==> src/rtl/uart_rx_fifo.sv <==
// uart_rx_fifo: 16x-oversampled UART receiver feeding a first-word-fall-through byte FIFO; define UART_RX_PARITY_EN for 8E1 framing with parity checking
module uart_rx_fifo #(
  parameter int FIFO_AW = 2
) (
  input  logic       CLOCK,
  input  logic       RESET,
  input  logic       RX,
  input  logic       TICK,
  input  logic       RD,
  input  logic       CLR_ERR,
  output logic [7:0] DOUT,
  output logic       EMPTY,
  output logic       FULL,
  output logic       FRAME_ERR,
  output logic       OVERRUN,
  output logic       PARITY_ERR
);
  localparam int DEPTH = 2 ** FIFO_AW;
  localparam logic [FIFO_AW:0] LAST = (FIFO_AW + 1)'(DEPTH - 1);
  localparam logic [FIFO_AW:0] FULL_CNT = (FIFO_AW + 1)'(DEPTH);

  typedef enum logic [2:0] {
    IDLE,
    START,
    DATA,
`ifdef UART_RX_PARITY_EN
    PARITY,
`endif
    STOP
  } state_t;

  state_t           state_q;
  logic             meta_q, rxs_q;
  logic [3:0]       s_q;
  logic [2:0]       n_q;
  logic [7:0]       b_q;
  logic [7:0]       mem_q [DEPTH];
  logic [7:0]       mem_d [DEPTH];
  logic [FIFO_AW:0] wr_q, wr_d, rd_q, rd_d, cnt_q, cnt_d;
  logic             fe_q, fe_d, ov_q, ov_d;
  logic             stop_samp, good, push, pop, pbad;

  function automatic logic [FIFO_AW:0] inc(input logic [FIFO_AW:0] p);
    return p == LAST ? '0 : p + 1'b1;
  endfunction

  // two-flop synchronizer; idles high so reset does not look like a start bit
  always_ff @(posedge CLOCK or posedge RESET)
    if (RESET) {rxs_q, meta_q} <= 2'b11;
    else {rxs_q, meta_q} <= {meta_q, RX};

`ifdef UART_RX_PARITY_EN
  logic pbad_q, pe_q, pe_d;
  assign pbad = pbad_q;
  assign pe_d = (stop_samp & rxs_q & pbad_q) | (pe_q & ~CLR_ERR);
  // sticky parity error; a new event beats a simultaneous clear
  always_ff @(posedge CLOCK or posedge RESET)
    if (RESET) pe_q <= 1'b0;
    else pe_q <= pe_d;
  assign PARITY_ERR = pe_q;
`else
  assign pbad = 1'b0;
  assign PARITY_ERR = 1'b0;
`endif

  // frame FSM: confirm start at mid-bit, then sample every 16 ticks near bit centres
  always_ff @(posedge CLOCK or posedge RESET)
    if (RESET) begin
      state_q <= IDLE;
      s_q <= '0;
      n_q <= '0;
      b_q <= '0;
`ifdef UART_RX_PARITY_EN
      pbad_q <= 1'b0;
`endif
    end else begin
      case (state_q)
        IDLE:
          if (!rxs_q) begin
            state_q <= START;
            s_q <= '0;
          end
        START:
          if (TICK) begin
            if (s_q == 4'd7) begin
              state_q <= rxs_q ? IDLE : DATA;
              s_q <= '0;
              n_q <= '0;
            end else s_q <= s_q + 4'd1;
          end
        DATA:
          if (TICK) begin
            if (s_q == 4'd15) begin
              s_q <= '0;
              b_q <= {rxs_q, b_q[7:1]};
              n_q <= n_q + 3'd1;
`ifdef UART_RX_PARITY_EN
              if (n_q == 3'd7) state_q <= PARITY;
`else
              if (n_q == 3'd7) state_q <= STOP;
`endif
            end else s_q <= s_q + 4'd1;
          end
`ifdef UART_RX_PARITY_EN
        PARITY:
          if (TICK) begin
            if (s_q == 4'd15) begin
              pbad_q <= rxs_q != ^b_q;
              state_q <= STOP;
              s_q <= '0;
            end else s_q <= s_q + 4'd1;
          end
`endif
        STOP:
          if (TICK) begin
            if (s_q == 4'd15) begin
              state_q <= IDLE;
              s_q <= '0;
            end else s_q <= s_q + 4'd1;
          end
        default: state_q <= IDLE;
      endcase
    end

  assign stop_samp = state_q == STOP && TICK && s_q == 4'd15;
  assign good = stop_samp & rxs_q & ~pbad;
  assign pop = RD & ~EMPTY;
  assign push = good & (~FULL | RD);
  assign fe_d = (stop_samp & ~rxs_q) | (fe_q & ~CLR_ERR);
  assign ov_d = (good & FULL & ~RD) | (ov_q & ~CLR_ERR);

  // FIFO next state; a simultaneous push and pop leaves the count unchanged
  always_comb begin
    mem_d = mem_q;
    if (push) mem_d[wr_q[FIFO_AW-1:0]] = b_q;
    wr_d = push ? inc(wr_q) : wr_q;
    rd_d = pop ? inc(rd_q) : rd_q;
    cnt_d = cnt_q + (FIFO_AW + 1)'(push) - (FIFO_AW + 1)'(pop);
  end

  // FIFO storage, pointers and sticky frame/overrun flags
  always_ff @(posedge CLOCK or posedge RESET)
    if (RESET) begin
      mem_q <= '{default: '0};
      wr_q <= '0;
      rd_q <= '0;
      cnt_q <= '0;
      fe_q <= 1'b0;
      ov_q <= 1'b0;
    end else begin
      mem_q <= mem_d;
      wr_q <= wr_d;
      rd_q <= rd_d;
      cnt_q <= cnt_d;
      fe_q <= fe_d;
      ov_q <= ov_d;
    end

  assign DOUT = mem_q[rd_q[FIFO_AW-1:0]];
  assign EMPTY = cnt_q == '0;
  assign FULL = cnt_q == FULL_CNT;
  assign FRAME_ERR = fe_q;
  assign OVERRUN = ov_q;
endmodule
==> config.mk <==
export PLATFORM = sky130hd
export DESIGN_NAME = uart_rx_fifo
export DESIGN_NICKNAME = d
export VERILOG_FILES = /design/src/rtl/uart_rx_fifo.sv
export SDC_FILE = /design/constraint.sdc
export NUM_CORES = 1
export LEC_CHECK = 0
export ABC_AREA = 1
export CELL_PAD_IN_SITES_DETAIL_PLACEMENT = 0
export CELL_PAD_IN_SITES_GLOBAL_PLACEMENT = 1
export CORE_MARGIN = 2
export CORE_UTILIZATION = 47
export CTS_BUF_LIST = sky130_fd_sc_hd__clkbuf_8
export DETAILED_ROUTE_END_ITERATION = 8
export GPL_TIMING_DRIVEN = 0
export HOLD_SLACK_MARGIN = 0.02
export PLACE_DENSITY_LB_ADDON = 0.1
export SETUP_SLACK_MARGIN = 0.15
export SYNTH_ARGS = -nofsm -noshare
export SYNTH_HDL_FRONTEND = slang
export SYNTH_SLANG_ARGS = --single-unit
==> constraint.sdc <==
create_clock -name CLOCK -period 2.9 [get_ports CLOCK]
set_clock_uncertainty 0.1 [all_clocks]
set_input_delay 0.29 -clock CLOCK [delete_from_list [all_inputs] [get_ports CLOCK]]
set_output_delay 0.29 -clock CLOCK [all_outputs]
set_load 0.01 [all_outputs]
==> results of run 1 <==
## cells by family after synthesis
logic type | share of synthesized area (%)
buf+inv | 6.97
xor+xnor | 0.578
compound gates | 8.46
simple gates | 27.8
fa+ha+maj | 4.79
other cells | 0.124
flops | 51.2
## where the power goes
part | leakage (nW) | internal [mW] | switching [mW]
registers | 0.829 | 0.935 | 0.0731
logic | 0.908 | 0.347 | 0.501
clock network | 0.106 | 0.486 | 0.368
## sequential cells by signal (all words and copies together), names as in the netlist
signal,cells
state_q,2
rd_q,3
wr_q,3
mem_q,32
n_q,3
cnt_q,3
OVERRUN,1
FRAME_ERR,1
b_q,8
meta_q,1
rxs_q,1
s_q,4
## per-layer routing
metal,global-route usage [%],up-vias
met5,0,-
li1,-,1255
met2,32.3,50
met4,7.79,0
met3,5.70,6
met1,30.9,1141
## cell usage in the layout (no fill, tap or decap), types with 2 or more instances in the layout
cell type	count
nand2_1	105
dfrtp_1	60
nand4_1	37
o21ai_0	33
inv_1	30
nor2_1	24
clkdlybuf4s50_1	17
nand3_1	10
ha_1	10
o22ai_1	9
clkbuf_8	9
a21oi_1	7
clkbuf_1	5
buf_6	3
buf_2	3
buf_4	3
inv_2	2
clkbuf_2	2
clkinvlp_4	2
bufinv_16	2
dfstp_2	2
## metrics by stage
step	cell area, um^2	cells	setup TNS, ns	util, %
after floorplan	3030	357	0	-
final	3560	470	0	56.7
after global placement	3300	451	-11.07	52.6
after detailed placement	3320	452	0	52.9
after CTS	3540	468	0	56.4
after global routing	3560	470	0	56.7
## layout make-up
cell class / instances / area share, %
multi-input cells: 247 / 35.6
clock buffers: 9 / 3.48
well taps: 77 / 2.71
clock inverters: 7 / 2.74
flip-flops and latches: 62 / 43.6
inverters: 32 / 3.37
plain buffers: 16 / 2.71
repair buffers: 20 / 5.76
## worst max path at each step
stage | to | slack [ns] | depth (start not counted) | startpoint
after floorplan | cnt_q[2] | 0.58 | 11 | s_q[0]
after global placement | mem_q[17] | -0.19 | 2 | RESET
after detailed placement | cnt_q[2] | 0.12 | 11 | TICK
after CTS | DOUT[3] | 0.17 | 6 | rd_q[0]
after global routing | DOUT[6] | 0.16 | 6 | rd_q[0]
final | DOUT[3] | 0.29 | 6 | rd_q[0]
## what timing repair did
action	in CTS	in global routing
setup buffers	0	2
resized for setup	1	3
hold buffers	0	0
pin swaps	0	1
setup endpoints to repair	2	9
==> results.sh, run 1 <==
export IMPL_r2r_start="s_q[0]"
export IMPL_max_freq_ghz=0.383
export IMPL_root_buffer="clkbuf_8"
export IMPL_drive_above_1_share_pct=10.2
export IMPL_drc_errors=0
export IMPL_area_growth_pct=17.4
export IMPL_min_path_type="in2async"
export IMPL_tightest_slew_ns=0.569
export IMPL_finalCritPeriodShare_pct=90.1
export IMPL_cp_arrival_ns=2.22
export IMPL_nets=405
export IMPL_grt_max_degree=38
export IMPL_start_kind="flip-flop"
export IMPL_m1WireLength_um=3510
export IMPL_maxCapViolCount=0
export IMPL_synth_area_mm2=0.00303
export IMPL_grt_pass1_vias=2427
export IMPL_ios=19
export IMPL_ys_seq_area_share_pct=51.2
export IMPL_drt_first_pass_iters=4
export IMPL_ctsHtreeMaxLevel=3
export IMPL_synth_top_cell_area_share_pct=49.5
export IMPL_grt_pass1_wl_um=12000
export IMPL_die_h_um=84.3
export IMPL_syn_nets=374
export IMPL_setup_viol=0
export IMPL_cts_buffers=9
export IMPL_hold_viol_final=0
export IMPL_ff2ff_setup_slack_ns=0.41
export IMPL_synth_seq_cells=62
export IMPL_die_area_mm2=0.00711
export IMPL_crit_family="buffers and inverters"
export IMPL_wl_met2_um=3110
export IMPL_synth_commonest_cells="nand2_1 (105), dfrtp_1 (60), nand4_1 (37), o21ai_0 (33), inv_1 (31)"
export IMPL_post_synth_top_count_cell="nand2_1"
export IMPL_antenna_found_initial=0
export IMPL_post_synth_num_cell_types=29
export IMPL_hpwl_um=4920
export IMPL_cts_sinks=62
export IMPL_gp_congestion=0.821
export IMPL_num_rows=29
export IMPL_timing_slew_headroom_pct=62.0
export IMPL_drtIter0Drc=204
export IMPL_place_ws_ns=0.120
export IMPL_wire_per_inst_um=15.0
export IMPL_critPathKind="reg2out"
export IMPL_post_synth_top_area_cell="dfrtp_1"
export IMPL_setup_slack_ns=0.286
export IMPL_clockBufferDepth=2
export IMPL_synth_edf_count=0
export IMPL_final_seq_area_mm2=0.00155
export IMPL_drtAntennaViolNets=0
export IMPL_cp_cell_sequence="clkbuf_2, inv_1, clkbuf_4, nor2_1, o22ai_1, clkdlybuf4s50_1"
export IMPL_end_kind="output port"
export IMPL_crit_path_top_delay_cell="clkdlybuf4s50_1"
export IMPL_rr_worst_depth=11
export IMPL_multiInputGateArea_mm2=0.00127
export IMPL_outcome="completed"
export IMPL_portBuffers=17
export IMPL_viasPerCell=5.22
export IMPL_die_w_um=84.3
export IMPL_start_util_pct=48.3
export IMPL_cts_tree="yes"
export IMPL_power_leakage_nw=1.84
export IMPL_clk_latency_ns=0.34
export IMPL_synth_area_top_cells="dfrtp_1 (50%), nand2_1 (13%), nand4_1 (7.6%)"
export IMPL_wl_met3_um=368
export IMPL_fillCellCount=611
export IMPL_wl_um=7050
export IMPL_async_reset_ff_share_pct=100
export IMPL_min_period_ns=2.61
export IMPL_whs_ns=0.221
export IMPL_syn_inst=357
export IMPL_yosysWarnings=0
export IMPL_rsz0062_at_grt="false"
export IMPL_overflow=0
export IMPL_required_ns=2.51
export IMPL_clkSlewWorstSetupHoldPaths_ns=0.08
export IMPL_critPathBufInv=4
export IMPL_grt_usage_pct=21.7
export IMPL_core_area_mm2=0.00628
export IMPL_slowest_delay_ns=0.57
export IMPL_ir_worst_vdd_mv=0.494
export IMPL_avgSynthCellArea_um2=8.50
export IMPL_r2r_end="cnt_q[2]"
export IMPL_synth_flop_cell="dfrtp_1"
export IMPL_powerDensity_mw_per_mm2=761
export IMPL_p_total_mw=2.71
export IMPL_antenna_cells=0
export IMPL_dr_total_vias=2452
export IMPL_finalMaxSlewViolations=0
export IMPL_maxUsedRoutingLayer="met4"
export IMPL_crit_fanout=10
(Power assumes the default switching activity.)
==> run 2: changes to the inputs <==
clock period = 2.95 ns   (was 2.9 ns; I/O delays follow)
==> run 2 against run 1 <==
Sequential share of layout area increased by 0.22 points; first-iteration DRC count shrank 5.4%; clock power fell by 2%; core utilization down 0.28 points; critical path type unchanged; non-clock buffer count decreased by 2; critical path depth did not move; highest routed layer unchanged; clock-buffer cell count is the same; largest cell class unchanged; combinational power fell by 2%; final area down 0.49%.
==> results.sh, run 2 (same netlist as run 1, synthesis figures left out) <==
export IMPL_die_w_um=84.3
export IMPL_rsz0062_at_grt="false"
export IMPL_nets=403
export IMPL_antenna_cells=0
export IMPL_dr_total_vias=2481
export IMPL_powerDensity_mw_per_mm2=749
export IMPL_slowest_delay_ns=0.58
export IMPL_final_cell_mix="nand2_1 (105), dfrtp_1 (60), nand4_1 (37)"
export IMPL_min_period_ns=2.65
export IMPL_portBuffers=17
export IMPL_drtIter0Drc=193
export IMPL_die_area_mm2=0.00711
export IMPL_placed_cells_incl_taps=452
export IMPL_root_buffer="clkbuf_8"
export IMPL_end_kind="output port"
export IMPL_final_common_cell="nand2_1"
export IMPL_min_path_type="in2async"
export IMPL_dpl_instance_area_mm2=0.00332
export IMPL_switching_share_pct=34.6
export IMPL_grt_pass1_vias=2427
export IMPL_drt_first_pass_iters=4
export IMPL_ir_worst_vdd_mv=0.484
export IMPL_ios=19
export IMPL_timing_slew_headroom_pct=61.9
export IMPL_antenna_found_initial=0
export IMPL_setup_slack_ns=0.302
export IMPL_finalCritPeriodShare_pct=89.8
export IMPL_ctsHtreeMaxLevel=3
export IMPL_wire_per_inst_um=15.0
export IMPL_finalMaxSlewViolations=0
export IMPL_setup_viol=0
export IMPL_start_kind="flip-flop"
export IMPL_die_h_um=84.3
export IMPL_drc_errors=0
export IMPL_cp_arrival_ns=2.25
export IMPL_combPwrFrac_pct=31.2
export IMPL_gp_congestion=0.821
export IMPL_hpwl_um=4920
export IMPL_p_total_mw=2.66
export IMPL_grt_max_degree=38
export IMPL_stdcell_count=468
export IMPL_pwr_share_seq_pct=37.3
export IMPL_drtAntennaViolNets=0
export IMPL_cts_tree="yes"
export IMPL_num_rows=29
export IMPL_crit_path_top_delay_cell="clkdlybuf4s50_1"
export IMPL_power_leakage_nw=1.83
export IMPL_cts_buffers=9
export IMPL_drive_above_1_share_pct=9.72
export IMPL_final_util_pct=56.4
export IMPL_outcome="completed"
export IMPL_clockBufferDepth=2
export IMPL_grt_usage_pct=21.7
export IMPL_grt_pass1_wl_um=12000
export IMPL_crit_fanout=10
export IMPL_clkSlewWorstSetupHoldPaths_ns=0.08
export IMPL_area_growth_pct=16.8
export IMPL_fillCellCount=609
export IMPL_overflow=0
export IMPL_largest_register="mem_q"
export IMPL_tightest_slew_ns=0.570
export IMPL_maxCapViolCount=0
export IMPL_place_ws_ns=0.165
export IMPL_reg_top3="mem_q: 32 flops, b_q: 8 flops, s_q: 4 flops"
export IMPL_critPathBufInv=4
export IMPL_setup_tns_ns=0
export IMPL_p_int_mw=1.74
export IMPL_whs_ns=0.227
export IMPL_core_area_mm2=0.00628
export IMPL_clk_latency_ns=0.34
export IMPL_max_freq_ghz=0.378
export IMPL_start_util_pct=48.3
export IMPL_required_ns=2.56
export IMPL_final_area_mm2=0.00354
export IMPL_cp_cell_sequence="clkbuf_2, inv_1, buf_2, nor2_1, o22ai_1, clkdlybuf4s50_1"
export IMPL_clkPwrFrac_pct=31.5
export IMPL_wl_um=7020
export IMPL_viasPerCell=5.30
export IMPL_crit_family="buffers and inverters"
export IMPL_switchingPower_mw=0.920
export IMPL_cts_sinks=62
export IMPL_critPathKind="reg2out"
export IMPL_largest_register_ffs=32
export IMPL_hold_viol_final=0
-- run 2: path summary, 6_finish.rpt --
path	from	end	slack, ns	cells past startpoint
max in group asynchronous	RESET	meta_q	1.86	3
min in group CLOCK	meta_q	rxs_q	0.26	0
worst max register to register	s_q[0]	cnt_q[2]	0.37	11
worst min register to register	meta_q	rxs_q	0.26	0
worst min-delay path	RESET	mem_q[2]	0.23	2
worst max-delay path	rd_q[0]	DOUT[3]	0.30	6
-- run 2: what timing repair did --
action / 4_1_cts / 5_1_grt
setup buffers: 0 / 0
hold buffers: 0 / 0
hold endpoints to repair: 0 / 0
endpoints found under the setup margin: 1 / 3
gates resized for setup: 1 / 2
-- run 2: power by group through the flow --
| stage | logic [mW] | registers (mW) | clock network, mW |
|---|---|---|---|
| 6_report | 0.829 | 0.991 | 0.835 |
| 5_1_grt | 0.939 | 1.00 | 0.892 |
| 4_1_cts | 0.836 | 0.991 | 0.852 |
| 3_3_place_gp | 0.826 | 1.01 | 0 |
| 2_1_floorplan | 0.515 | 0.984 | 0 |
| 3_5_place_dp | 0.833 | 1.01 | 0 |
-- run 2: area by class of cell --
type / instances / area, um^2 / area share (%)
Clock buffer: 9 / 124 / 3.50
Clock inverter: 7 / 97.6 / 2.75
Inverter: 32 / 120 / 3.39
Multi-Input combinational cell: 247 / 1270 / 35.8
Tap cell: 77 / 96.3 / 2.72
Buffer: 16 / 93.8 / 2.65
Sequential cell: 62 / 1550 / 43.9
Timing Repair Buffer: 18 / 190 / 5.37
-- run 2: worst reg2reg max path, stage by stage (launching register included) --
cell	delay, ns
dfrtp_1	0.39
ha_1	0.21
nand2_1	0.13
nor2_4	0.15
nand2_2	0.12
nor2_8	0.20
nand2_1	0.14
ha_1	0.30
inv_1	0.04
ha_1	0.18
fa_1	0.38
xnor2_1	0.13
-- run 2: layer usage --
layer  routed length [um]  global-route usage, %
met2                 3140                   32.3
met1                 3470                   30.9
met3                  317                   5.70
met4                  104                   7.79
met5                    0                      0
==> variant 1: new RTL, config.mk and constraints of run 2 <==
`FIFO_AW`: 2 -> 4.
--- a/src/rtl/uart_rx_fifo.sv
+++ b/src/rtl/uart_rx_fifo.sv
@@ -1,5 +1,5 @@
 // uart_rx_fifo: 16x-oversampled UART receiver feeding a first-word-fall-through byte FIFO; define UART_RX_PARITY_EN for 8E1 framing with parity checking
 module uart_rx_fifo #(
-  parameter int FIFO_AW = 2
+  parameter int FIFO_AW = 4
 ) (
   input  logic       CLOCK,
Function: no difference found for any inputs over 10 cycles, from zero or initial values and one cycle with RESET high; that may be too few to reach the edited logic, so the function may still have changed.
==> variant 1 against run 2 <==
Via count rose to 3.3 times the old value. Critical endpoint is now DOUT[5]. First-iteration DRC count increased to 4.5 times the old value. Synthesized area increased to 3.0 times the old value. Routed wire length rose to 4.1 times the old value. Core utilization decreased by 1.1 points. Non-clock buffer count is 78 higher. Sequential share of layout area shrank 4.4 points. Setup slack worse by 0.072 ns. Count of clock-buffer cells in the layout increased by 8. Final area rose to 2.9 times the old value. Highest routed layer unchanged. Largest power group is now combinational logic. Total power rose to 2.6 times the old value. Sequential cell count rose by 102. Final cell count rose to 3.3 times the old value.
==> variant 1: results (changes against run 2) <==
INFO  metric status = complete, no violations (unchanged)
INFO  metric worstSkewPairLatency = 0.48 ns (was 0.34 ns)
INFO  metric grt_start_max_net_pins = 39 (was 38)
INFO  metric detailedRoute.firstPassIterationCount = 5 (was 4)
INFO  metric detail_route.iter0.violations = 875 (was 193)
INFO  metric layout_cells_sized_above_1 = 12.3% (was 9.72%)
INFO  metric syn_avg_cell_area = 7.57 um^2 (was 8.50 um^2)
INFO  metric clk_pin_slew_worst_paths = 0.10 ns (was 0.08 ns)
INFO  metric final.hold.worst_slack = 0.111 ns (was 0.227 ns)
INFO  metric met3_usage = 4.69% (was 5.70%)
INFO  metric max_clock_freq = 0.368 GHz (was 0.378 GHz)
INFO  metric timing.critical_path.to = DOUT[5] (was DOUT[3])
INFO  metric gp_routability_congestion = 0.881 (was 0.821)
INFO  metric grt_util_all_layers = 29.7% (was 21.7%)
INFO  metric wl_met3 = 1.81 mm (was 317 um)
INFO  metric placed_cells = 1481 (was 452)
INFO  metric pre_cts_ws = -0.377 ns (was 0.165 ns)
INFO  metric met2RoutedLength = 12.9 mm (was 3.14 mm)
INFO  metric timing.rr.start = s_q[1]$_DFFE_PP0P_ (was s_q[0]$_DFFE_PP0P_)
INFO  metric crit-reg2reg-capture = cnt_q[4]$_DFF_PP0_ (was cnt_q[2]$_DFF_PP0_)
INFO  metric synthDistinctLibCells = 34 (was 29)
INFO  metric dp_hpwl = 20.0 mm (was 4.92 mm)
INFO  metric reg_top3 = mem_q x128, b_q x8 (was mem_q x32, b_q x8, s_q x4)
INFO  metric cts.repair.resized = 57 (was 1)
INFO  metric vdd_ir_drop_max = 0.000343 V (was 0.000484 V)
INFO  metric max_slew.worst_pin.slew = 1.10 ns (was 0.570 ns)
INFO  metric grt_pass1_vias = 7790 (was 2427)
INFO  metric drt-total-wl = 28.9 mm (was 7.02 mm)
INFO  metric global_route_wire_length_before_repair = 45.1 mm (was 12.0 mm)
INFO  metric grt_use_met1 = 43.9% (was 30.9%)
INFO  metric globalRouteMet2Util = 45.1% (was 32.3%)
INFO  metric h_tree_depth = 4 (was 3)
INFO  metric max_stage_delay = 0.53 ns (was 0.58 ns)
INFO  metric dpl-instance-area = 0.00967 mm^2 (was 0.00332 mm^2)
-- variant 1: logic make-up after synthesis --
family          share of synthesized area (%)
simple gates                             39.1
other cells                            0.0413
compound gates                           1.83
buf+inv                                  10.9
flops                                    45.3
xor+xnor                                0.676
fa+ha+maj                                2.15
-- variant 1: where the power goes --
part | internal (W) | switching [W] | total, W | leakage (nW)
logic | 0.000946 | 0.00168 | 0.00263 | 2.94
clock network | 0.000950 | 0.000970 | 0.00192 | 0.230
registers | 0.00237 | 0.0000990 | 0.00246 | 2.23
total | 0.00426 | 0.00275 | 0.00701 | 5.40
-- variant 1: layout make-up --
cell class                      count  area, um^2
Multi-Input combinational cell    818        4040
Clock buffer                       17         234
Clock inverter                     15         218
Inverter                          140         533
Fill cell                        1868        8410
Timing Repair Buffer               35         368
Sequential cell                   164        4110
Tap cell                          260         325
Buffer                             77         597
==> variant 2: new RTL, flow settings as in run 2 <==
Without the edit above. Register the input `RX` before use. The logic sees it one clock later. The other inputs are not delayed to match.
--- a/src/rtl/uart_rx_fifo.sv
+++ b/src/rtl/uart_rx_fifo.sv
@@ -30,4 +30,10 @@
   } state_t;
 
+  logic RX_q;
+
+  always_ff @(posedge CLOCK) begin
+    RX_q <= RX;
+  end
+
   state_t           state_q;
   logic             meta_q, rxs_q;
@@ -48,5 +54,5 @@
   always_ff @(posedge CLOCK or posedge RESET)
     if (RESET) {rxs_q, meta_q} <= 2'b11;
-    else {rxs_q, meta_q} <= {meta_q, RX};
+    else {rxs_q, meta_q} <= {meta_q, RX_q};
 
 `ifdef UART_RX_PARITY_EN
Check against the original RTL: same outputs for any inputs over 10 cycles, from zero or initial values and one cycle with RESET high; that may be too few to reach the edited logic, so the function may still have changed.
==> variant 2 against run 2 <==
Routed wire length is 1.9% higher. Final area is 0.18% higher. Total power is 2.0% lower. Critical path type unchanged. Synthesized area is 0.95% higher. Critical path depth stayed put. Critical endpoint is now DOUT[6]. Sequential cell count is 1 higher. Setup slack better by 0.053 ns.
==> variant 2: results (changes against run 2) <==
INFO  metric status = complete, no violations (unchanged)
INFO  metric cell_internal_pwr = 0.00171 W (was 0.00174 W)
INFO  metric timing.hold.worst.class = reg2reg (was in2async)
INFO  metric timing.slew.headroom = 59.8% (was 61.9%)
INFO  metric layout_cells_sized_above_1 = 9.92% (was 9.72%)
INFO  metric detailedRoute.firstPassIterationCount = 5 (was 4)
INFO  metric vias = 2557 (was 2481)
INFO  metric clk_pin_slew_worst_paths = 0.06 ns (was 0.08 ns)
INFO  metric max_stage_delay = 0.55 ns (was 0.58 ns)
INFO  metric clock_net_power = 0.000747 W (was 0.000835 W)
INFO  metric fin_nets = 406 (was 403)
INFO  metric reg_top3 = mem_q x32, b_q x8, s_q x4 (unchanged)
INFO  metric cell_leakage_power = 1.84 nW (was 1.83 nW)
INFO  metric dpl-instance-area = 0.00335 mm^2 (was 0.00332 mm^2)
INFO  metric comb_power = 0.000857 W (was 0.000829 W)
INFO  metric detail_route.iter0.violations = 208 (was 193)
INFO  metric synthDistinctLibCells = 30 (was 29)
INFO  metric grt_pass1_vias = 2506 (was 2427)
INFO  metric layout.core_utilization = 56.2% (was 56.4%)
INFO  metric drt-total-wl = 7.16 mm (was 7.02 mm)
INFO  metric r2r_cells = 11 (unchanged)
INFO  metric synth_seq_area_share = 51.4% (was 51.2%)
INFO  metric antenna_cells_inserted = 0 (unchanged)
INFO  metric r2r_slack = 0.36 ns
INFO  metric timing.critical_path.to = DOUT[6] (was DOUT[3])
INFO  metric synthTopCellsByArea = sky130_fd_sc_hd__dfrtp_1 (49%), sky130_fd_sc_hd__nand2_1 (13%), sky130_fd_sc_hd__nand4_1 (7.8%) (was sky130_fd_sc_hd__dfrtp_1 (50%), sky130_fd_sc_hd__nand2_1 (13%), sky130_fd_sc_hd__nand4_1 (7.6%))
INFO  metric cts.repair.resized = 0 (was 1)
INFO  metric global_route_wire_length_before_repair = 12.5 mm (was 12.0 mm)
INFO  metric gp_routability_congestion = 0.803 (was 0.821)
INFO  metric vdd_ir_drop_max = 0.000424 V (was 0.000484 V)
INFO  metric p_per_area = 733 mW/mm^2 (was 749 mW/mm^2)
INFO  metric dp_hpwl = 5.03 mm (was 4.92 mm)
INFO  metric yosys-top-cells-count = sky130_fd_sc_hd__nand2_1 (108), sky130_fd_sc_hd__dfrtp_1 (60), sky130_fd_sc_hd__nand4_1 (38), sky130_fd_sc_hd__o21ai_0 (30), sky130_fd_sc_hd__inv_1 (29) (was sky130_fd_sc_hd__nand2_1 (105), sky130_fd_sc_hd__dfrtp_1 (60), sky130_fd_sc_hd__nand4_1 (37), sky130_fd_sc_hd__o21ai_0 (33), sky130_fd_sc_hd__inv_1 (31))
INFO  metric synth_fp_nets = 377 (was 374)
INFO  metric async_flop_share = 98.4% (was 100%)
INFO  metric grt_util_all_layers = 22.1% (was 21.7%)
INFO  metric antenna_found_initial = 0 (unchanged)
INFO  metric filler_cell_count = 594 (was 609)
INFO  metric final.hold.worst_slack = 0.199 ns (was 0.227 ns)
==> variant 2: cell count changes after synthesis <==
| cell | delta |
|---|---|
| sky130_fd_sc_hd__nand2_1 | +3 |
| sky130_fd_sc_hd__o21ai_0 | -3 |
| sky130_fd_sc_hd__inv_1 | -2 |
| sky130_fd_sc_hd__nor2_1 | +2 |
| sky130_fd_sc_hd__buf_4 | +1 |
| sky130_fd_sc_hd__dfxtp_1 | +1 |
| sky130_fd_sc_hd__inv_2 | +1 |
| sky130_fd_sc_hd__nand3_1 | -1 |
| sky130_fd_sc_hd__nand4_1 | +1 |
==> variant 2: per-layer routing <==
metal  track usage (%)  vias to the layer above  part of all wire [%]
li1                  -                     1249                     -
met1              32.8                     1234                    49
met2              32.4                       63                    45
met3              3.74                       11                   4.0
met4              8.23                        0                   1.4
met5                 0                        -                     0
==> variant 2: cells by family after synthesis <==
kind of cell | synth area share [%]
AND/OR/NAND/NOR | 28.2
flip-flops | 51.4
AO/OA/AOI/OAI | 7.89
buffers and inverters | 7.03
XOR/XNOR | 0.572
adder cells (fa/ha/maj) | 4.74
other | 0.122
==> variant 2: final cells by class <==
cell class	count	area share (%)
Multi-Input combinational cell	249	35.8
Timing Repair Buffer	18	5.36
Clock buffer	11	4.27
Buffer	17	2.93
Clock inverter	4	1.27
Sequential cell	63	44.3
Inverter	31	3.28
Tap cell	77	2.71
==> variant 2: through the flow <==
step	setup TNS [ns]	instances	setup WS, ns
after global routing	0	470	0.187
after global placement	-9.61	454	-0.164
after detailed placement	0	455	0.130
final	0	470	0.354
after CTS	0	470	0.160
after floorplan	0	360	0.634
==> variant 2: worst max-delay path, delay by kind of cell (launching register included) <==
| family | cells | cell delay (ns) |
|---|---|---|
| buf+inv | 4 | 1.21 |
| flops | 1 | 0.38 |
| compound gates | 2 | 0.28 |
